<file path="config.mk">
export PLATFORM = sky130hd
export DESIGN_NAME = seg7_scan_decoder
export DESIGN_NICKNAME = d
export VERILOG_FILES = /design/src/rtl/seg7_scan_decoder.sv
export SDC_FILE = /design/constraint.sdc
export NUM_CORES = 1
export LEC_CHECK = 0
export CORE_AREA = 5 5 72 140
export CTS_BUF_LIST = sky130_fd_sc_hd__clkbuf_16
export CTS_CLUSTER_DIAMETER = 40
export DETAILED_ROUTE_END_ITERATION = 7
export DIE_AREA = 0 0 77 145
export REMOVE_ABC_BUFFERS = 1
export SYNTH_ARGS = -nofsm -noshare
export SYNTH_HDL_FRONTEND = slang
export SYNTH_SLANG_ARGS = --single-unit
</file>
<file path="constraint.sdc">
create_clock -name clk -period 3 [get_ports clk]
set_input_delay 0.3 -clock clk [delete_from_list [all_inputs] [get_ports clk]]
set_output_delay 0.3 -clock clk [all_outputs]
set_load 0.01 [all_outputs]
</file>
<file path="src/rtl/seg7_scan_decoder.sv">
// Recovers the hex frame shown on a scanned, active-low 4-digit 7-segment bus.
// Optional decimal-point capture is enabled by defining SEG7_DP_EN.
module seg7_scan_decoder #(
  parameter int STABLE_CYCLES = 4,
  parameter int CNT_W         = 3
) (
  input  logic        clk,
  input  logic        rst_n,
  input  logic [6:0]  seg_n,
  input  logic [3:0]  dig_n,
`ifdef SEG7_DP_EN
  input  logic        dp_n,
  output logic [3:0]  dp,
`endif
  output logic [15:0] value,
  output logic        frame_valid,
  output logic        pattern_err,
  output logic [3:0]  capt_mask
);

`ifdef SEG7_DP_EN
  localparam int SEG_W = 8;
`else
  localparam int SEG_W = 7;
`endif
  localparam int SMP_W = SEG_W + 4;
  localparam logic [CNT_W-1:0] CNT_CAP  = CNT_W'(STABLE_CYCLES - 2);
  localparam logic [CNT_W-1:0] CNT_LAST = CNT_W'(STABLE_CYCLES - 1);

  typedef enum logic [1:0] {ST_WAIT, ST_SETTLE, ST_HOLD} state_t;

  // {legal, index} for a one-hot-low strobe; anything else is "no digit"
  function automatic logic [2:0] strobe_decode(input logic [3:0] d);
    case (d)
      4'b1110: strobe_decode = 3'b1_00;
      4'b1101: strobe_decode = 3'b1_01;
      4'b1011: strobe_decode = 3'b1_10;
      4'b0111: strobe_decode = 3'b1_11;
      default: strobe_decode = 3'b0_00;
    endcase
  endfunction

  // {legal, nibble} for an active-low gfedcba pattern
  function automatic logic [4:0] glyph_decode(input logic [6:0] s);
    case (s)
      7'h40: glyph_decode = 5'h10;
      7'h79: glyph_decode = 5'h11;
      7'h24: glyph_decode = 5'h12;
      7'h30: glyph_decode = 5'h13;
      7'h19: glyph_decode = 5'h14;
      7'h12: glyph_decode = 5'h15;
      7'h02: glyph_decode = 5'h16;
      7'h78: glyph_decode = 5'h17;
      7'h00: glyph_decode = 5'h18;
      7'h10: glyph_decode = 5'h19;
      7'h08: glyph_decode = 5'h1A;
      7'h03: glyph_decode = 5'h1B;
      7'h46: glyph_decode = 5'h1C;
      7'h21: glyph_decode = 5'h1D;
      7'h06: glyph_decode = 5'h1E;
      7'h0E: glyph_decode = 5'h1F;
      default: glyph_decode = 5'h00;
    endcase
  endfunction

  logic [SEG_W-1:0] w_seg_in;
  logic [SEG_W-1:0] r_seg_s1, r_seg_s2;
  logic [3:0]       r_dig_s1, r_dig_s2;
  logic [SMP_W-1:0] w_smp, r_prev;
  logic             w_same, w_legal, w_glyph_ok, w_capture;
  logic [1:0]       w_idx;
  logic [3:0]       w_nib, w_mask_next;
  logic [15:0]      w_frame, r_slots, r_value;
  logic [3:0]       r_capt_mask;
  logic             r_frame_valid, r_perr;
  logic [CNT_W-1:0] r_cnt;
  state_t           r_state;

`ifdef SEG7_DP_EN
  logic [3:0] r_dp_slots, r_dp, w_dp_frame;
  assign w_seg_in = {dp_n, seg_n};
  assign dp       = r_dp;
`else
  assign w_seg_in = seg_n;
`endif

  assign w_smp                 = {r_dig_s2, r_seg_s2};
  assign w_same                = (w_smp == r_prev);
  assign {w_legal, w_idx}      = strobe_decode(r_dig_s2);
  assign {w_glyph_ok, w_nib}   = glyph_decode(r_seg_s2[6:0]);
  assign w_mask_next           = r_capt_mask | (4'b0001 << w_idx);
  assign w_capture             = (r_state == ST_SETTLE) && w_same && (r_cnt == CNT_CAP);

  always_comb begin
    w_frame = r_slots;
    w_frame[{w_idx, 2'b00} +: 4] = w_nib;
  end

  // Two-flop synchronizers; idle bus reads as all ones
  always_ff @(posedge clk or negedge rst_n) begin
    if (!rst_n) begin
      r_seg_s1 <= '1;
      r_seg_s2 <= '1;
      r_dig_s1 <= '1;
      r_dig_s2 <= '1;
      r_prev   <= '1;
    end else begin
      r_seg_s1 <= w_seg_in;
      r_seg_s2 <= r_seg_s1;
      r_dig_s1 <= dig_n;
      r_dig_s2 <= r_dig_s1;
      r_prev   <= w_smp;
    end
  end

  always_ff @(posedge clk or negedge rst_n) begin
    if (!rst_n) begin
      r_state <= ST_WAIT;
      r_cnt   <= '0;
    end else begin
      case (r_state)
        ST_WAIT: begin
          if (w_legal) begin
            r_state <= ST_SETTLE;
            r_cnt   <= '0;
          end
        end
        ST_SETTLE: begin
          if (w_same) begin
            if (r_cnt == CNT_CAP) begin
              r_cnt   <= CNT_LAST;
              r_state <= ST_HOLD;
            end else begin
              r_cnt <= r_cnt + 1'b1;
            end
          end else begin
            r_cnt   <= '0;
            r_state <= w_legal ? ST_SETTLE : ST_WAIT;
          end
        end
        ST_HOLD: begin
          if (!w_same) begin
            r_cnt   <= '0;
            r_state <= w_legal ? ST_SETTLE : ST_WAIT;
          end
        end
        default: begin
          r_state <= ST_WAIT;
          r_cnt   <= '0;
        end
      endcase
    end
  end

  // Capture into digit slots; the frame-complete edge publishes value and clears the mask
  always_ff @(posedge clk or negedge rst_n) begin
    if (!rst_n) begin
      r_slots       <= '0;
      r_value       <= '0;
      r_capt_mask   <= '0;
      r_frame_valid <= 1'b0;
      r_perr        <= 1'b0;
    end else begin
      r_frame_valid <= 1'b0;
      r_perr        <= 1'b0;
      if (w_capture) begin
        if (!w_glyph_ok) begin
          r_perr <= 1'b1;
        end else begin
          r_slots <= w_frame;
          if (w_mask_next == 4'hF) begin
            r_value       <= w_frame;
            r_frame_valid <= 1'b1;
            r_capt_mask   <= '0;
          end else begin
            r_capt_mask <= w_mask_next;
          end
        end
      end
    end
  end

`ifdef SEG7_DP_EN
  always_comb begin
    w_dp_frame        = r_dp_slots;
    w_dp_frame[w_idx] = ~r_seg_s2[7];
  end

  always_ff @(posedge clk or negedge rst_n) begin
    if (!rst_n) begin
      r_dp_slots <= '0;
      r_dp       <= '0;
    end else if (w_capture && w_glyph_ok) begin
      r_dp_slots <= w_dp_frame;
      if (w_mask_next == 4'hF) r_dp <= w_dp_frame;
    end
  end
`endif

  assign value       = r_value;
  assign frame_valid = r_frame_valid;
  assign pattern_err = r_perr;
  assign capt_mask   = r_capt_mask;

endmodule

</file>
==> run_results.csv <==
group,metric,value,unit
yosys,synthArstFlopShare,100,%
global_route,grt_max_degree,31,
clock_tree,cts-root-buf,"clkbuf_16",
setup_path,startpoint_type,"register",
clock_tree,cts.sinks,76,
floorplan,die_x,77,um
timing,setup_viol,0,
drt,wl,7630,um
floorplan,initial_utilization,39.1,%
yosys,netlist_area,3480,um^2
setup_path,arrival,2.79,ns
global_route,grt_usage,14.6,%
floorplan,io_pins,35,
global_route,antenna_found_initial,0,
finish,layout_common_cells,"dfrtp_1 (43), clkdlybuf4s50_1 (33), dfstp_2 (33)",
place,pre_cts_ws,0.449,ns
yosys,synth-seq-area-share,55.9,%
finish,final_common_cell,"dfrtp_1",
timing,rsz0062_at_grt,"false",
global_route,grt_pass1_vias,2606,
global_route,grt-ovfl-total,0,
global_route,grt_pass1_wl,13000,um
setup_path,crit_fanout,24,
yosys,syn_inst,314,
place,portBuffers,34,
finish,seq_area,1940,um^2
clock_tree,clock_latency,0.34,ns
clock_tree,cts_buffers,9,
finish,synthToLayoutAreaGrowth,23.0,%
drt,ant_nets,0,
setup_path,worstPathRequired,3.22,ns
timing,relSlewSlack,50.0,%
finish,diodes,0,
floorplan,rows,49,
setup_path,worstSetupEndpointType,"register",
yosys,ys.flop_type,"dfrtp_1",
place,dp_hpwl,5440,um
clock_tree,path_clk_slew,0.06,ns
timing,post-route-period-util,85.9,%
floorplan,die-area,11200,um^2
clock_tree,post_cts.repair.setup_buffers,0,
place,gp_congestion,0.869,
timing,max_freq,388,MHz
run_status,status,"finished clean",
timing,setup_ws,0.423,ns
yosys,yosysWarnings,0,
drt,first_pass_iters,4,
yosys,avgSynthCellArea,11.1,um^2
timing,hold_viol,0,
yosys,synth_edf_count,0,
floorplan,die_h,145,um
drt,post_drt_wl_per_cell,16.5,um
power_and_ir_drop,peakVddDrop,0.000282,V
finish,fillers,804,
min_path,hp-class,"reg2reg",
job,maxCapViolations,0,
power_and_ir_drop,power_density,559,nW/um^2
finish,finalNetCount,378,
finish,multi_input_area,1410,um^2
timing,tns,0,ns
drt,drt_iter0_drc,213,
drt,drc_errors,0,
timing,tightest_slew,0.747,ns
clock_tree,h-tree-depth,3,
yosys,ys_seq_elements,76,
drt,vias,2438,
finish,drive_gt1_share,20.7,%
clock_tree,cts_tree,"built",
timing,maxSlewViolCount,0,
power_and_ir_drop,total_power,2.39,mW
clock_tree,cts.path.max_buffers,2,
timing,finClkSkew,0.00997,ns
drt,viasPerCell,5.25,
timing,period_minus_slack,2.58,ns
floorplan,core_area,8890,um^2
setup_path,critPathKind,"reg2reg",
power_and_ir_drop,leakagePower,1.75,nW
yosys,yosysUniqueCellTypes,50,
cells by family (layout without fill, tap and decap cells):
kind of cell	Yosys count	count (layout)	synth area share (%)
compound gates	83	83	16.8
xor+xnor	15	15	3.78
fa+ha+maj	9	9	3.17
buf+inv	28	76	3.70
flops	76	76	55.9
mux	3	3	0.863
simple gates	100	100	15.9
power by group:
part	switching, mW	internal [mW]	total, mW	leakage, nW
clock	0.450	0.711	1.16	0.162
sequential	0.0287	1.07	1.10	0.947
combinational	0.0772	0.0567	0.134	0.645
total	0.556	1.83	2.39	1.75
worst max-delay path: stages, from the launching register on:
cell and delay (ns):
dfstp_2 0.60, xor2_1 0.08, nand3_1 0.12, buf_4 0.17
ha_1 0.36, o22ai_1 0.13, nor2_1 0.26, o311ai_4 0.26
buf_4 0.30, nand2_1 0.12, o21ai_2 0.05
registers in the layout, summed over array words and instances, names as in the netlist:
signal       flops
capt_mask        4
frame_valid      1
pattern_err      1
r_cnt            3
r_dig_s1         4
r_dig_s2         4
r_prev          11
r_seg_s1         7
r_seg_s2         7
r_slots         16
r_state          2
value           16
stage by stage:
stage	util (%)	cell area (um^2)	instances	hold slack (ns)
2_1_floorplan	-	3410	301	0.00441
3_3_place_gp	44.4	3940	447	0.346
3_5_place_dp	44.4	3940	447	0.347
4_1_cts	48.1	4280	464	0.356
5_1_grt	48.1	4280	464	0.349
6_report	48.1	4280	464	0.355
timing repair:
item                      CTS  global route
hold endpoints to repair    5             0
hold buffers                1             0
gates resized for setup     0             0
cells in the mapped netlist, types with 3 or more instances:
cell,n,area (um^2)
nand3_1,8,40.0
or3_1,3,18.8
o21ai_0,6,30.0
o21ai_1,22,110
xor2_1,3,26.3
nand2_1,32,120
nand4_1,3,18.8
o21a_1,5,37.5
and3_1,3,18.8
nor3_1,3,15.0
xnor2_1,12,105
nor3b_1,6,45.0
nor2b_1,10,62.6
dfrtp_1,43,1080
o21ai_2,10,87.6
clkbuf_1,7,26.3
a2bb2oi_1,8,70.1
ha_1,8,100
mux2i_1,3,30.0
dfstp_2,33,867
nand3b_1,3,22.5
o22ai_1,10,62.6
and3b_1,4,35.0
inv_1,15,56.3
a21oi_1,10,50.1
nor2_1,12,45.0
buf_6,3,33.8
layout make-up:
| class | count | area share (%) |
|---|---|---|
| Sequential cell | 76 | 45.4 |
| Tap cell | 102 | 2.98 |
| Multi-Input combinational cell | 210 | 32.9 |
| Inverter | 15 | 1.32 |
| Clock buffer | 10 | 5.85 |
| Timing Repair Buffer | 45 | 9.82 |
| Clock inverter | 6 | 1.75 |
metal layers:
| metal | track usage (%) | part of all wire (%) |
|---|---|---|
| met2 | 24.8 | 53 |
| met4 | 8.09 | 2.8 |
| met1 | 17.1 | 41 |
| met5 | 0 | 0 |
| met3 | 2.61 | 3.1 |
worst paths after layout:
kind | from | to | slack, ns | cells after the start
hold / removal | r_seg_s1[1] | r_seg_s2[1] | 0.36 | 0
hold reg to reg | r_seg_s1[1] | r_seg_s2[1] | 0.36 | 0
min in group asynchronous | rst_n | r_state[0] | 0.52 | 2
max in group asynchronous | rst_n | r_seg_s1[1] | 1.61 | 3
setup / recovery | r_dig_s2[3] | value[9] | 0.42 | 10
setup reg to reg | r_dig_s2[3] | value[9] | 0.42 | 10
Power figures use the tool's default switching activity.
